==> config.mk <==
export PLATFORM = sky130hd
export DESIGN_NAME = pc_sequencer_flat
export DESIGN_NICKNAME = d
export VERILOG_FILES = /design/src/rtl/pc_sequencer_pkg.sv /design/src/rtl/pc_sequencer_if.sv /design/src/rtl/pc_sequencer_ret_addr_stack.sv /design/src/rtl/pc_sequencer.sv /design/src/flat_wrapper.sv
export SDC_FILE = /design/constraint.sdc
export NUM_CORES = 1
export LEC_CHECK = 0
export CAP_MARGIN = 20
export CORE_MARGIN = 10
export CORE_UTILIZATION = 25
export CTS_CLUSTER_DIAMETER = 30
export CTS_CLUSTER_SIZE = 12
export DETAILED_ROUTE_END_ITERATION = 8
export DONT_BUFFER_PORTS = 1
export SYNTH_ARGS = -nofsm -noshare
export SYNTH_HDL_FRONTEND = slang
export SYNTH_SLANG_ARGS = --single-unit
==> constraint.sdc <==
create_clock -name clk -period 3.85 [get_ports clk]
set_input_delay 0.77 -clock clk [delete_from_list [all_inputs] [get_ports clk]]
set_output_delay 0.77 -clock clk [all_outputs]
set_load 0.01 [all_outputs]
==> src/rtl/pc_sequencer_pkg.sv <==
// Shared types and constants for the program-counter sequencer.
// Optional return-address stack is enabled by defining RAS_EN.
package pc_seq_pkg;

    localparam int              PC_W      = 12;
    localparam logic [PC_W-1:0] RESET_PC  = 12'h000;
    localparam int              RAS_DEPTH = 4;

    typedef enum logic [1:0] {
        ST_BOOT  = 2'd0,
        ST_RUN   = 2'd1,
        ST_FLUSH = 2'd2,
        ST_HALT  = 2'd3
    } state_t;

    typedef enum logic [1:0] {
        CAUSE_NONE   = 2'd0,
        CAUSE_BRANCH = 2'd1,
        CAUSE_CALL   = 2'd2,
        CAUSE_RET    = 2'd3
    } cause_t;

    function automatic logic [PC_W-1:0] pc_inc(input logic [PC_W-1:0] pc);
        return pc + 1'b1;
    endfunction

endpackage

==> src/rtl/pc_sequencer_if.sv <==
// Request/fetch bundle between the execute/branch unit and the PC sequencer.
// Handshake: requests are level signals sampled at each rising clk edge; the
// sequencer answers only through registered outputs one cycle later.
interface pc_sequencer_if;
    import pc_seq_pkg::*;

    logic            stall;
    logic            br_taken;
    logic [PC_W-1:0] br_pc;
    logic            call;
    logic            ret;
    logic            halt_req;
    logic            resume;

    logic [PC_W-1:0] pc;
    logic            pc_valid;
    logic            flush;
    logic            halted;
    logic            ras_err;
    state_t          dbg_state;

    modport master (
        output stall, br_taken, br_pc, call, ret, halt_req, resume,
        input  pc, pc_valid, flush, halted, ras_err, dbg_state
    );

    modport slave (
        input  stall, br_taken, br_pc, call, ret, halt_req, resume,
        output pc, pc_valid, flush, halted, ras_err, dbg_state
    );

endinterface

==> src/rtl/pc_sequencer_ret_addr_stack.sv <==
// Circular return-address stack; built only when RAS_EN is defined.
// Overflow overwrites the oldest entry, underflow leaves it untouched; both set a sticky err.
`ifdef RAS_EN
module ret_addr_stack
    import pc_seq_pkg::*;
#(
    parameter int DEPTH = RAS_DEPTH,
    parameter int W     = PC_W
) (
    input  logic         clk,
    input  logic         rst_n,
    input  logic         i_push,
    input  logic         i_pop,
    input  logic [W-1:0] i_wdata,
    output logic [W-1:0] o_rdata,
    output logic         o_empty,
    output logic         o_full,
    output logic         o_err
);

    localparam int            AW       = (DEPTH > 1) ? $clog2(DEPTH) : 1;
    localparam logic [AW-1:0] LAST     = AW'(DEPTH - 1);
    localparam logic [AW:0]   FULL_CNT = (AW + 1)'(DEPTH);

    logic [W-1:0]  r_mem [DEPTH];
    logic [AW-1:0] r_sp;
    logic [AW:0]   r_count;
    logic          r_err;
    logic [AW-1:0] w_top;
    logic [AW-1:0] w_sp_inc;

    always_comb begin
        w_top    = (r_sp == '0)   ? LAST : r_sp - 1'b1;
        w_sp_inc = (r_sp == LAST) ? '0   : r_sp + 1'b1;
    end

    assign o_empty = (r_count == '0);
    assign o_full  = (r_count == FULL_CNT);
    assign o_rdata = r_mem[w_top];
    assign o_err   = r_err;

    // When full, r_sp already points at the oldest entry, so a push overwrites it.
    always_ff @(posedge clk) begin
        if (!rst_n) begin
            r_sp    <= '0;
            r_count <= '0;
            r_err   <= 1'b0;
        end else if (i_pop) begin
            if (o_empty) begin
                r_err <= 1'b1;
            end else begin
                r_sp    <= w_top;
                r_count <= r_count - 1'b1;
            end
        end else if (i_push) begin
            r_sp <= w_sp_inc;
            if (o_full) begin
                r_err <= 1'b1;
            end else begin
                r_count <= r_count + 1'b1;
            end
        end
    end

    always_ff @(posedge clk) begin
        if (i_push && !i_pop) begin
            r_mem[r_sp] <= i_wdata;
        end
    end

endmodule
`endif

==> src/rtl/pc_sequencer.sv <==
// Program-counter sequencer: next-PC select, redirect arbitration, flush and halt.
// Define RAS_EN to build the return-address stack for call/ret.
module pc_sequencer #(
    parameter logic [pc_seq_pkg::PC_W-1:0] RESET_PC = pc_seq_pkg::RESET_PC
) (
    input  logic          clk,
    input  logic          rst_n,
    pc_sequencer_if.slave bus
);
    import pc_seq_pkg::*;

    state_t          r_state;
    logic [PC_W-1:0] r_pc;
    logic            r_pc_valid;
    logic            r_flush;
    logic            r_halted;

    cause_t          w_cause;
    logic [PC_W-1:0] w_target;
    logic [PC_W-1:0] w_pc_inc;
    logic            w_hold;
    logic            w_run_act;
    logic            w_push;
    logic            w_pop;

    assign w_pc_inc  = pc_inc(r_pc);
    assign w_run_act = (r_state == ST_RUN) && !bus.halt_req;

`ifdef RAS_EN
    logic [PC_W-1:0] w_ras_rdata;
    logic            w_ras_empty;
    logic            w_ras_full;
    logic            w_ras_err;

    ret_addr_stack #(
        .DEPTH (RAS_DEPTH),
        .W     (PC_W)
    ) u_ras (
        .clk     (clk),
        .rst_n   (rst_n),
        .i_push  (w_push),
        .i_pop   (w_pop),
        .i_wdata (w_pc_inc),
        .o_rdata (w_ras_rdata),
        .o_empty (w_ras_empty),
        .o_full  (w_ras_full),
        .o_err   (w_ras_err)
    );

    logic w_unused_full;
    assign w_unused_full = w_ras_full;

    // A ret on an empty stack still pops (to flag underflow) but advances like a plain increment.
    always_comb begin
        w_cause  = CAUSE_NONE;
        w_target = w_pc_inc;
        w_hold   = bus.stall;
        w_push   = 1'b0;
        w_pop    = 1'b0;
        if (bus.ret) begin
            w_pop  = w_run_act;
            w_hold = 1'b0;
            if (!w_ras_empty) begin
                w_cause  = CAUSE_RET;
                w_target = w_ras_rdata;
            end
        end else if (bus.call) begin
            w_cause  = CAUSE_CALL;
            w_target = bus.br_pc;
            w_push   = w_run_act;
        end else if (bus.br_taken) begin
            w_cause  = CAUSE_BRANCH;
            w_target = bus.br_pc;
        end
    end

    assign bus.ras_err = w_ras_err;
`else
    logic w_unused_ret;
    logic w_unused_push;
    logic w_unused_pop;
    assign w_unused_ret  = bus.ret;
    assign w_unused_push = w_push;
    assign w_unused_pop  = w_pop;

    // Without a stack, call is just a branch and ret never redirects.
    always_comb begin
        w_cause  = CAUSE_NONE;
        w_target = w_pc_inc;
        w_hold   = bus.stall;
        w_push   = 1'b0;
        w_pop    = 1'b0;
        if (bus.call) begin
            w_cause  = CAUSE_CALL;
            w_target = bus.br_pc;
        end else if (bus.br_taken) begin
            w_cause  = CAUSE_BRANCH;
            w_target = bus.br_pc;
        end
    end

    assign bus.ras_err = 1'b0;
`endif

    always_ff @(posedge clk) begin
        if (!rst_n) begin
            r_state    <= ST_BOOT;
            r_pc       <= RESET_PC;
            r_pc_valid <= 1'b0;
            r_flush    <= 1'b0;
            r_halted   <= 1'b0;
        end else begin
            case (r_state)
                ST_BOOT: begin
                    r_state    <= ST_RUN;
                    r_pc_valid <= 1'b1;
                end
                ST_RUN: begin
                    if (bus.halt_req) begin
                        r_state    <= ST_HALT;
                        r_halted   <= 1'b1;
                        r_pc_valid <= 1'b0;
                    end else if (w_cause != CAUSE_NONE) begin
                        r_state    <= ST_FLUSH;
                        r_pc       <= w_target;
                        r_flush    <= 1'b1;
                        r_pc_valid <= 1'b0;
                    end else if (!w_hold) begin
                        r_pc <= w_pc_inc;
                    end
                end
                ST_FLUSH: begin
                    r_state    <= ST_RUN;
                    r_flush    <= 1'b0;
                    r_pc_valid <= 1'b1;
                end
                ST_HALT: begin
                    if (bus.resume && !bus.halt_req) begin
                        r_state    <= ST_RUN;
                        r_halted   <= 1'b0;
                        r_pc_valid <= 1'b1;
                    end
                end
                default: begin
                    r_state    <= ST_BOOT;
                    r_pc_valid <= 1'b0;
                    r_flush    <= 1'b0;
                    r_halted   <= 1'b0;
                end
            endcase
        end
    end

    assign bus.pc        = r_pc;
    assign bus.pc_valid  = r_pc_valid;
    assign bus.flush     = r_flush;
    assign bus.halted    = r_halted;
    assign bus.dbg_state = r_state;

endmodule

==> src/flat_wrapper.sv <==
// flat-port wrapper written by rule: the top's interface ports become plain ports
module pc_sequencer_flat import pc_seq_pkg::*;
#(
    parameter logic [pc_seq_pkg::PC_W-1:0] RESET_PC = pc_seq_pkg::RESET_PC
)
  (clk, rst_n, bus_stall, bus_br_taken, bus_br_pc, bus_call, bus_ret, bus_halt_req, bus_resume, bus_pc, bus_pc_valid, bus_flush, bus_halted, bus_ras_err, bus_dbg_state);
  pc_sequencer_if bus_i ();
  input  logic clk;
  input  logic rst_n;
  input wire logic [$bits(bus_i.stall)-1:0] bus_stall;
  input wire logic [$bits(bus_i.br_taken)-1:0] bus_br_taken;
  input wire logic [$bits(bus_i.br_pc)-1:0] bus_br_pc;
  input wire logic [$bits(bus_i.call)-1:0] bus_call;
  input wire logic [$bits(bus_i.ret)-1:0] bus_ret;
  input wire logic [$bits(bus_i.halt_req)-1:0] bus_halt_req;
  input wire logic [$bits(bus_i.resume)-1:0] bus_resume;
  output wire logic [$bits(bus_i.pc)-1:0] bus_pc;
  output wire logic [$bits(bus_i.pc_valid)-1:0] bus_pc_valid;
  output wire logic [$bits(bus_i.flush)-1:0] bus_flush;
  output wire logic [$bits(bus_i.halted)-1:0] bus_halted;
  output wire logic [$bits(bus_i.ras_err)-1:0] bus_ras_err;
  output wire logic [$bits(bus_i.dbg_state)-1:0] bus_dbg_state;
  assign bus_i.stall = bus_stall;
  assign bus_i.br_taken = bus_br_taken;
  assign bus_i.br_pc = bus_br_pc;
  assign bus_i.call = bus_call;
  assign bus_i.ret = bus_ret;
  assign bus_i.halt_req = bus_halt_req;
  assign bus_i.resume = bus_resume;
  assign bus_pc = bus_i.pc;
  assign bus_pc_valid = bus_i.pc_valid;
  assign bus_flush = bus_i.flush;
  assign bus_halted = bus_i.halted;
  assign bus_ras_err = bus_i.ras_err;
  assign bus_dbg_state = bus_i.dbg_state;
  pc_sequencer #(.RESET_PC(RESET_PC)) u_core (.clk(clk), .rst_n(rst_n), .bus(bus_i));
endmodule
### Yosys cells after proc, flatten, opt, wreduce, memory -nomap -nowiden

Cells that the tools add are included.

| word-level totals | value |
|---|---|
| memories | 0 |
| output and inout port bits | 18 |
| register bits | 17 |
| memory bits (read-only) | 0 |
| memory bits (writable) | 0 |
| input bits | 20 |
| bits in latches | 0 |

| operators by class | value |
|---|---|
| multipliers | 0 |
| reduce and logical (&&, ||, !) cells | 11 |
| div/mod/pow operators | 0 |
| eq/ne operators | 9 |
| multiplexer cells | 20 |
| magnitude comparators | 0 |
| shift operators | 0 |
| add/sub/neg operators | 1 |
| bitwise operators | 1 |

Operator list:

| cell | number |
|---|---|
| $mux W12 | 4 |
| $add A12 B1 Y12 const B | 1 |
| $reduce_and A3 Y1 | 3 |
| $mux W1 | 8 |
| $mux W2 | 4 |
| $ne A2 B2 Y1 const B | 3 |
| $pmux W2 S3 | 1 |
| $reduce_bool A2 Y1 | 3 |
| $eq A2 B2 Y1 const B | 2 |
| $ne A2 B1 Y1 const B | 2 |
| $pmux W1 S2 | 2 |
| $ne A3 B3 Y1 const B | 1 |
| $pmux W1 S3 | 1 |
| $eq A2 B1 Y1 const B | 1 |
| $logic_not A2 Y1 | 1 |
| $reduce_and A2 Y1 | 1 |
| $reduce_or A2 Y1 | 1 |
| $logic_and A1 B1 Y1 | 1 |
| $logic_not A1 Y1 | 1 |
| $not A1 Y1 | 1 |

### Depth between registers and ports, before layout

Gate-level depths: netlist of the first run.

| logic depth | value |
|---|---|
| word-level depth | 6 |
| depth in mapped cells | 6 |

### Worst setup path after synthesis of the first run

Ideal clock, no wire load.

| timing | value |
|---|---|
| path type | input port to flip-flop |
| start point | input bus_halt_req |
| end point | register u_core.r_pc[11], in the netlist u_core.bus.pc[11] |
| stages | 5 |
| required time | 3.771 ns |
| slack | 1.800 ns |
| setup time | 0.079 ns |
| arrival time | 1.971 ns |
| buffers on the path | 1 |
| path through | or3b_1 > buf_6 > a21o_4 > or4_4 > o221ai_2 |

| on the way | value |
|---|---|
| longest elaborated chain between the ends | 2 |

RTL lines:

| what | RTL line | RTL |
|---|---|---|
| start: declaration | flat_wrapper.sv:15 | `input wire logic [$bits(bus_i.halt_req)-1:0] bus_halt_req;` |
| $not A1 Y1 (no source line) | - |  |
| $reduce_and A3 Y1 (no source line) | - |  |
| end signal: assignment | pc_sequencer.sv:125 | `r_pc <= w_target;` |
| end signal: assignment | pc_sequencer.sv:129 | `r_pc <= w_pc_inc;` |
| end: declaration | pc_sequencer.sv:13 | `logic [PC_W-1:0] r_pc;` |

Every way passes these cells.
A chain may end at the register's enable or synchronous reset.

### Final worst setup path of the first run

| timing | value |
|---|---|
| start point | register u_core.r_state[0], in the netlist u_core.bus.dbg_state[0] |
| end point | register u_core.r_pc[9], in the netlist u_core.bus.pc[9] |

| on the way | value |
|---|---|
| longest elaborated chain between the ends | 2 |

RTL lines:

| what | RTL line | RTL |
|---|---|---|
| start: declaration | pc_sequencer.sv:12 | `state_t r_state;` |
| start signal: assignment | pc_sequencer.sv:107 | `r_state <= ST_BOOT;` |
| start signal: assignment | pc_sequencer.sv:115 | `r_state <= ST_RUN;` |
| start signal: assignment | pc_sequencer.sv:120 | `r_state <= ST_HALT;` |
| $eq A2 B1 Y1 | - |  |
| $reduce_and A3 Y1 (no source line) | - |  |

Every way passes these cells.

==> results.md, run 1 <==
- Status: complete, no violations
- Hold-fix buffers at CTS: 0
- Final period utilization: 61.65%
- Worst setup SP type: register
- Syn. warnings: 0
- CP top delay family: compound AO/OA/AOI/OAI gates
- GRT Total Usage: 8.377%
- Async SR Flop Fraction: 0%
- Initial antenna violation count: 0
- Nets: 145
- Pre-Repair DR Iteration Count: 4
- Critical path buffers and inverters: 0
- CTS max path bufs: 2
- Met2 WL: 1351 um
- Max-cap check violation count: 0
- Post-Synth Adder-Cell Area: 1.276%
- Worst-margin pin slew: 0.9323 ns
- Top cells by count, synth: dfxtp_1 (17), nand2_1 (16), a21oi_1 (15)
- Post-synthesis mux area share: 1.020%
- Die Area: 6829 sq um
- Finish-stage setup viols: 0
- Cell with the most instances after synthesis: dfxtp_1
- Cell Area, Synth: 980.9 sq um
- Resized cells post-CTS: 0
- Wire length per cell: 17.35 um
- Vias after detailed routing: 963
- Synth area leaders: dfxtp_1 (35%), a21oi_1 (7.7%), nand2_1 (6.1%)
- Routability cong.: 0.7957
- R2R depth: 4
- Crit path max fanout: 12
- CP max stage delay: 0.78 ns
- Crit path cell chain: or3b_1 > a21oi_1 > nand2_1 > o221ai_1
- First-pass GRT wire length: 4519 um
- Tmin final: 2.374 ns
- Min Hold Slack: 0.5494 ns
- P&R area growth vs syn: 7.398%
- Top routing layer in use: met4
- Diodes inserted: 0
- Initial Util: 26.40%
- Post-Syn Nets: 146
- Worst-path clk slew: 0.07 ns
- Post-synthesis compound-gate area fraction: 29.08%
- Crit end category: register
- Fin. max-slew vios: 0
- Post-CTS setup buffer count: 0
- Number of flops mapped to enable cells by yosys: 0
- Die Ht: 82.64 um
- Hold Crit Class: register to register
- # port buffers: 0
- Largest family of logic cells by synthesized area: compound AO/OA/AOI/OAI gates
- Worst-Skew Late Latency: 0.25 ns
- Final ANT Viol Nets: 0
- Post-route clock skew: 0.001786 ns
- Die W: 82.64 um
- TritonCTS clock tree: built
- Part of the Yosys area used for sequential elements: 34.69%
- Fmax achieved: 421.3 MHz
- Post-synth top area share: 34.69%
- Largest net degree at the start of global routing: 21
- IO Pins: 38
- Drt via density: 5.632
- DP HPWL: 2255 um
- Clk sink count: 17
- Met3 Wirelength: 410 um
- Setup total negative slack: 0 ns
- Fraction of layout cells with a size suffix above 1: 7.317%
- Gr ovfl total: 0
- Worst vdd ir: 0.1304 mV
- Power per cell area: 363.5 nW/um^2
- Final WL: 2967 um
- Synth cell types: 42
- Reg2reg setup slack: 1.48 ns
- P_leak: 0.3342 nW
- Main synth FF type: dfxtp_1
- WP data required: 4.02 ns
- Worst hold path cell count: 2
- Arr. time, crit path: 2.54 ns
- Simple-Gate Fraction of Synth Area: 27.42%
- Slew HR: 37.84%
- Detailed router's first-iteration violation count: 88
- Clock root cell: clkbuf_8
- Post-Syn Instances: 125
- Worst path depth: 4
- Number of global-route vias before repair: 854
- Yosys top cell by area: dfxtp_1
- Core area: 3716 sq um
- M1 WL: 1141 um
- CTS Buf Count: 3
- Mapped Avg Cell Area: 7.848 sq um
- Slowest cell on crit path: a21oi_1
- #FFs+latches synth: 17
- Cell row count: 22
- DRC: 0
- Post-Synth XOR/XNOR Area: 0%
- RSZ-0062 raised after global routing: false
- H-tree Lvls: 1
- CP Class: register to register
- Final hold vios: 0
## registers in the layout, indices dropped and copies added (netlist names)
signal and cells:
u_core.bus.dbg_state 2, u_core.bus.flush 1, u_core.bus.halted 1, u_core.bus.pc 12
u_core.bus.pc_valid 1
## layout by cell type, fill, tap and decap left out, types with 2 or more instances in the layout
cell type	n
a311oi_1	2
nand2b_1	3
o211a_1	2
a211oi_1	2
nand3_1	5
nand4_1	4
o31ai_1	2
o21ai_0	8
a21oi_1	15
or3_1	2
nor2_1	5
nor2b_1	2
nand2_1	16
inv_1	4
nor3_1	3
dfxtp_1	17
o221ai_1	2
nor4_1	4
clkbuf_8	3
## final cells by class
cell class | instances | area [sq um]
clock inverter | 1 | 5.005
sequential | 17 | 340.3
tap | 48 | 60.06
timing repair buffer | 1 | 7.507
multi-input combinational | 96 | 580.6
clock buffer | 3 | 41.29
inverter | 5 | 18.77
fill | 409 | 2663
## tightest hold or removal path, delay by kind of cell (launching register included)
| kind | cells | cell delay [ns] |
|---|---|---|
| flops | 1 | 0.35 |
| compound gates | 2 | 0.15 |
## kinds of logic (layout without fill, tap and decap cells)
group,count (synthesis),count (layout)
flops,17,17
buf+inv,12,10
mux,1,1
other cells,1,1
compound gates,42,42
fa+ha+maj,1,1
simple gates,51,51
## power breakdown
| part | switching (mW) | internal (mW) | total [mW] | leakage [nW] |
|---|---|---|---|---|
| logic | 0.0249 | 0.0175 | 0.0424 | 0.169 |
| registers | 0.0208 | 0.186 | 0.207 | 0.139 |
| clock network | 0.0616 | 0.0717 | 0.133 | 0.0255 |
| total | 0.107 | 0.276 | 0.383 | 0.334 |
## final timing paths
check	end	startpoint
max reg2reg	u_core.bus.pc[9]	u_core.bus.dbg_state[0]
min reg2reg	u_core.bus.flush	u_core.bus.flush
min	u_core.bus.flush	u_core.bus.flush
max	u_core.bus.pc[9]	u_core.bus.dbg_state[0]
## through the flow
stage	utilization, %	power (mW)	std cells	cell area [sq um]	setup WS (ns)
floorplan	-	0.2443	125	980.9	1.800
global placement	27.10	0.2515	167	1007	1.292
detailed placement	27.10	0.2534	167	1007	1.267
CTS	28.35	0.3846	171	1054	1.507
global route	28.35	0.3979	171	1054	1.280
finish	28.35	0.3829	171	1054	1.476
## per-layer routing
layer | up-vias | track usage, %
met2 | 39 | 12.96
met4 | 0 | 4.013
met3 | 6 | 4.212
li1 | 464 | -
met1 | 454 | 9.371
met5 | - | 0
No activity file was read; power rests on OpenSTA's default activity.
==> run 2: changes to the inputs <==
- clock period: 3.85 -> 2.33 ns (I/O delays scaled with it)
==> run 2 against run 1 <==
  * Via count fell by 2.4%
  * Register-to-register slack worse by 1.0 ns
  * Final cell count grew 1.8%
  * Sequential power grew 64%
  * Flip-flop and latch count unchanged
  * Hold slack worse by 0.22 ns
  * Fmax is 26% higher
  * Die area is the same
  * Combinational power increased by 81%
  * Largest power group unchanged
==> results.md, run 2 (same netlist as run 1, synthesis figures left out) <==
- Worst-Skew Late Latency: 0.25 ns (about the same)
- CP max stage delay: 0.56 ns (-0.22 ns)
- Post-CTS setup buffer count: 0 (unchanged)
- Final WL: 2943 um (-0.81%)
- Worst setup margin: 0.4491 ns (-1.027 ns)
- Reg2reg setup slack: 0.45 ns (-1.03 ns)
- Finish-stage setup viols: 0 (unchanged)
- Vias after detailed routing: 940 (-2.4%)
- Post-Place Cells: 170 (+1.8%)
- Status: complete, no violations
- # port buffers: 0 (unchanged)
- Reg2reg start: u_core.bus.dbg_state[1]
- Post-route cell area: 1075 sq um (+2.0%)
- Detailed router's first-iteration violation count: 111 (+26%)
- Tmin final: 1.881 ns (-0.4927 ns)
- GRT Total Usage: 9.077% (+0.70 points)
- Clock root cell: clkbuf_8
- Gr ovfl total: 0 (unchanged)
- Largest net degree at the start of global routing: 21 (unchanged)
- Cell area after placement: 1030 sq um (+2.2%)
- First-pass GRT wire length: 4788 um (+6.0%)
- Clk sink count: 17 (unchanged)
- Crit path max fanout: 9 (-3)
- DRC: 0 (unchanged)
- Final hold vios: 0 (unchanged)
- Fillers: 421 (+2.9%)
- Wire length per cell: 16.91 um (-2.5%)
- Die Area: 6829 sq um (unchanged)
- Pre-Repair DR Iteration Count: 4 (unchanged)
- Min Hold Slack: 0.3341 ns (-0.2154 ns)
- Die W: 82.64 um (unchanged)
- IO Pins: 38 (unchanged)
- P&R area growth vs syn: 9.566%
- Slowest cell on crit path: or3b_1
- Routability cong.: 0.7923 (-0.43%)
- Final cell count without fillers: 174 (+1.8%)
- Max-cap check violation count: 0 (unchanged)
- RSZ-0062 raised after global routing: false
- Crit end category: register
- Final Core Density: 28.92% (+0.57 points)
- Power per cell area: 590.7 nW/um^2 (+63%)
- Leading cell type in the layout, fill and taps excluded: dfxtp_1
- H-tree Lvls: 1 (unchanged)
- CTS Buf Count: 3 (unchanged)
- DP HPWL: 2291 um (+1.6%)
- CTS max path bufs: 2 (unchanged)
- Most frequent cells in the layout: dfxtp_1 (17), nand2_1 (16), a21oi_1 (15)
- Hold_sp: rst_n
- Fin. max-slew vios: 0 (unchanged)
- Core area: 3716 sq um (unchanged)
- Reg2reg end: u_core.bus.pc[11]
- Worst setup SP type: register
- WP data required: 2.50 ns (-1.52 ns)
- Worst vdd ir: 0.1853 mV (+42%)
- Setup total negative slack: 0 ns (unchanged)
- TritonCTS clock tree: built
- Max reg flops: 12 (unchanged)
- Final period utilization: 80.73% (+19 points)
- Hold Crit Class: input port to register
- Die Ht: 82.64 um (unchanged)
- CP Class: register to register
- Fraction of layout cells with a size suffix above 1: 8.730% (+1.4 points)
- Initial Util: 26.40% (unchanged)
- Resized cells post-CTS: 0 (unchanged)
- Final ANT Viol Nets: 0 (unchanged)
- Nets: 148 (+2.1%)
- Worst Hold Endpoint: u_core.bus.pc[2]
- R2R depth: 4 (unchanged)
- Total power: 634.9 uW (+66%)
- Diodes inserted: 0 (unchanged)
- Fmax achieved: 531.7 MHz (+26%)
- Number of global-route vias before repair: 908 (+6.3%)
- Worst slack at placement: 0.4645 ns (-0.8022 ns)
- Drt via density: 5.402 (-4.1%)
- Worst hold path cell count: 1 (-1)
- Hold-fix buffers at CTS: 0 (unchanged)
- Post-route clock skew: 0.003405 ns (+0.001619 ns)
- Initial antenna violation count: 0 (unchanged)
- Arr. time, crit path: 2.05 ns (-0.49 ns)
- Crit path cell chain: or3b_1 > a21o_4 > or4_4 > o221ai_2
- Worst-path clk slew: 0.07 ns (about the same)
- P_leak: 0.3469 nW (+3.8%)
- Cell row count: 22 (unchanged)
[run 2: critical path, delay by kind of cell (launching register included)]
kind             cells  cell delay (ns)
AND/OR/NAND/NOR      2             0.98
AO/OA/AOI/OAI        2             0.40
flip-flops           1             0.42
[run 2: how the worst max path moves through the flow]
| stage | endpoint | slack (ns) | from |
|---|---|---|---|
| final | u_core.bus.pc[11] | 0.45 | u_core.bus.dbg_state[1] |
| after global routing | u_core.bus.pc[11] | 0.36 | u_core.bus.dbg_state[1] |
| after floorplan | u_core.bus.pc[11] | 0.58 | bus_halt_req |
| after detailed placement | u_core.bus.pc[11] | 0.46 | u_core.bus.dbg_state[1] |
| after global placement | u_core.bus.pc[11] | 0.49 | bus_halt_req |
| after CTS | u_core.bus.pc[11] | 0.45 | u_core.bus.dbg_state[1] |
[run 2: cell type report]
| cell class | instances | area (sq um) | share of cell area, % |
|---|---|---|---|
| tap | 48 | 60.06 | 5.588 |
| sequential | 17 | 340.3 | 31.66 |
| inverter | 5 | 18.77 | 1.746 |
| multi-input combinational | 96 | 580.6 | 54.02 |
| clock buffer | 4 | 45.04 | 4.191 |
| timing repair buffer | 4 | 30.03 | 2.794 |
[run 2: routing by layer]
| layer | GRT usage [%] | routed length, um | vias to the layer above |
|---|---|---|---|
| li1 | - | - | 474 |
| met1 | 10.30 | 1168 | 432 |
| met2 | 14.27 | 1379 | 30 |
| met3 | 4.212 | 351 | 4 |
| met4 | 4.013 | 44 | 0 |
| met5 | 0 | 0 | - |
[run 2: power by group]
part,total (mW),internal [mW],leakage (nW),switching [mW]
logic,0.0769,0.0328,0.185,0.0441
clock network,0.218,0.121,0.0228,0.0969
registers,0.340,0.308,0.139,0.0318
total,0.635,0.462,0.347,0.173
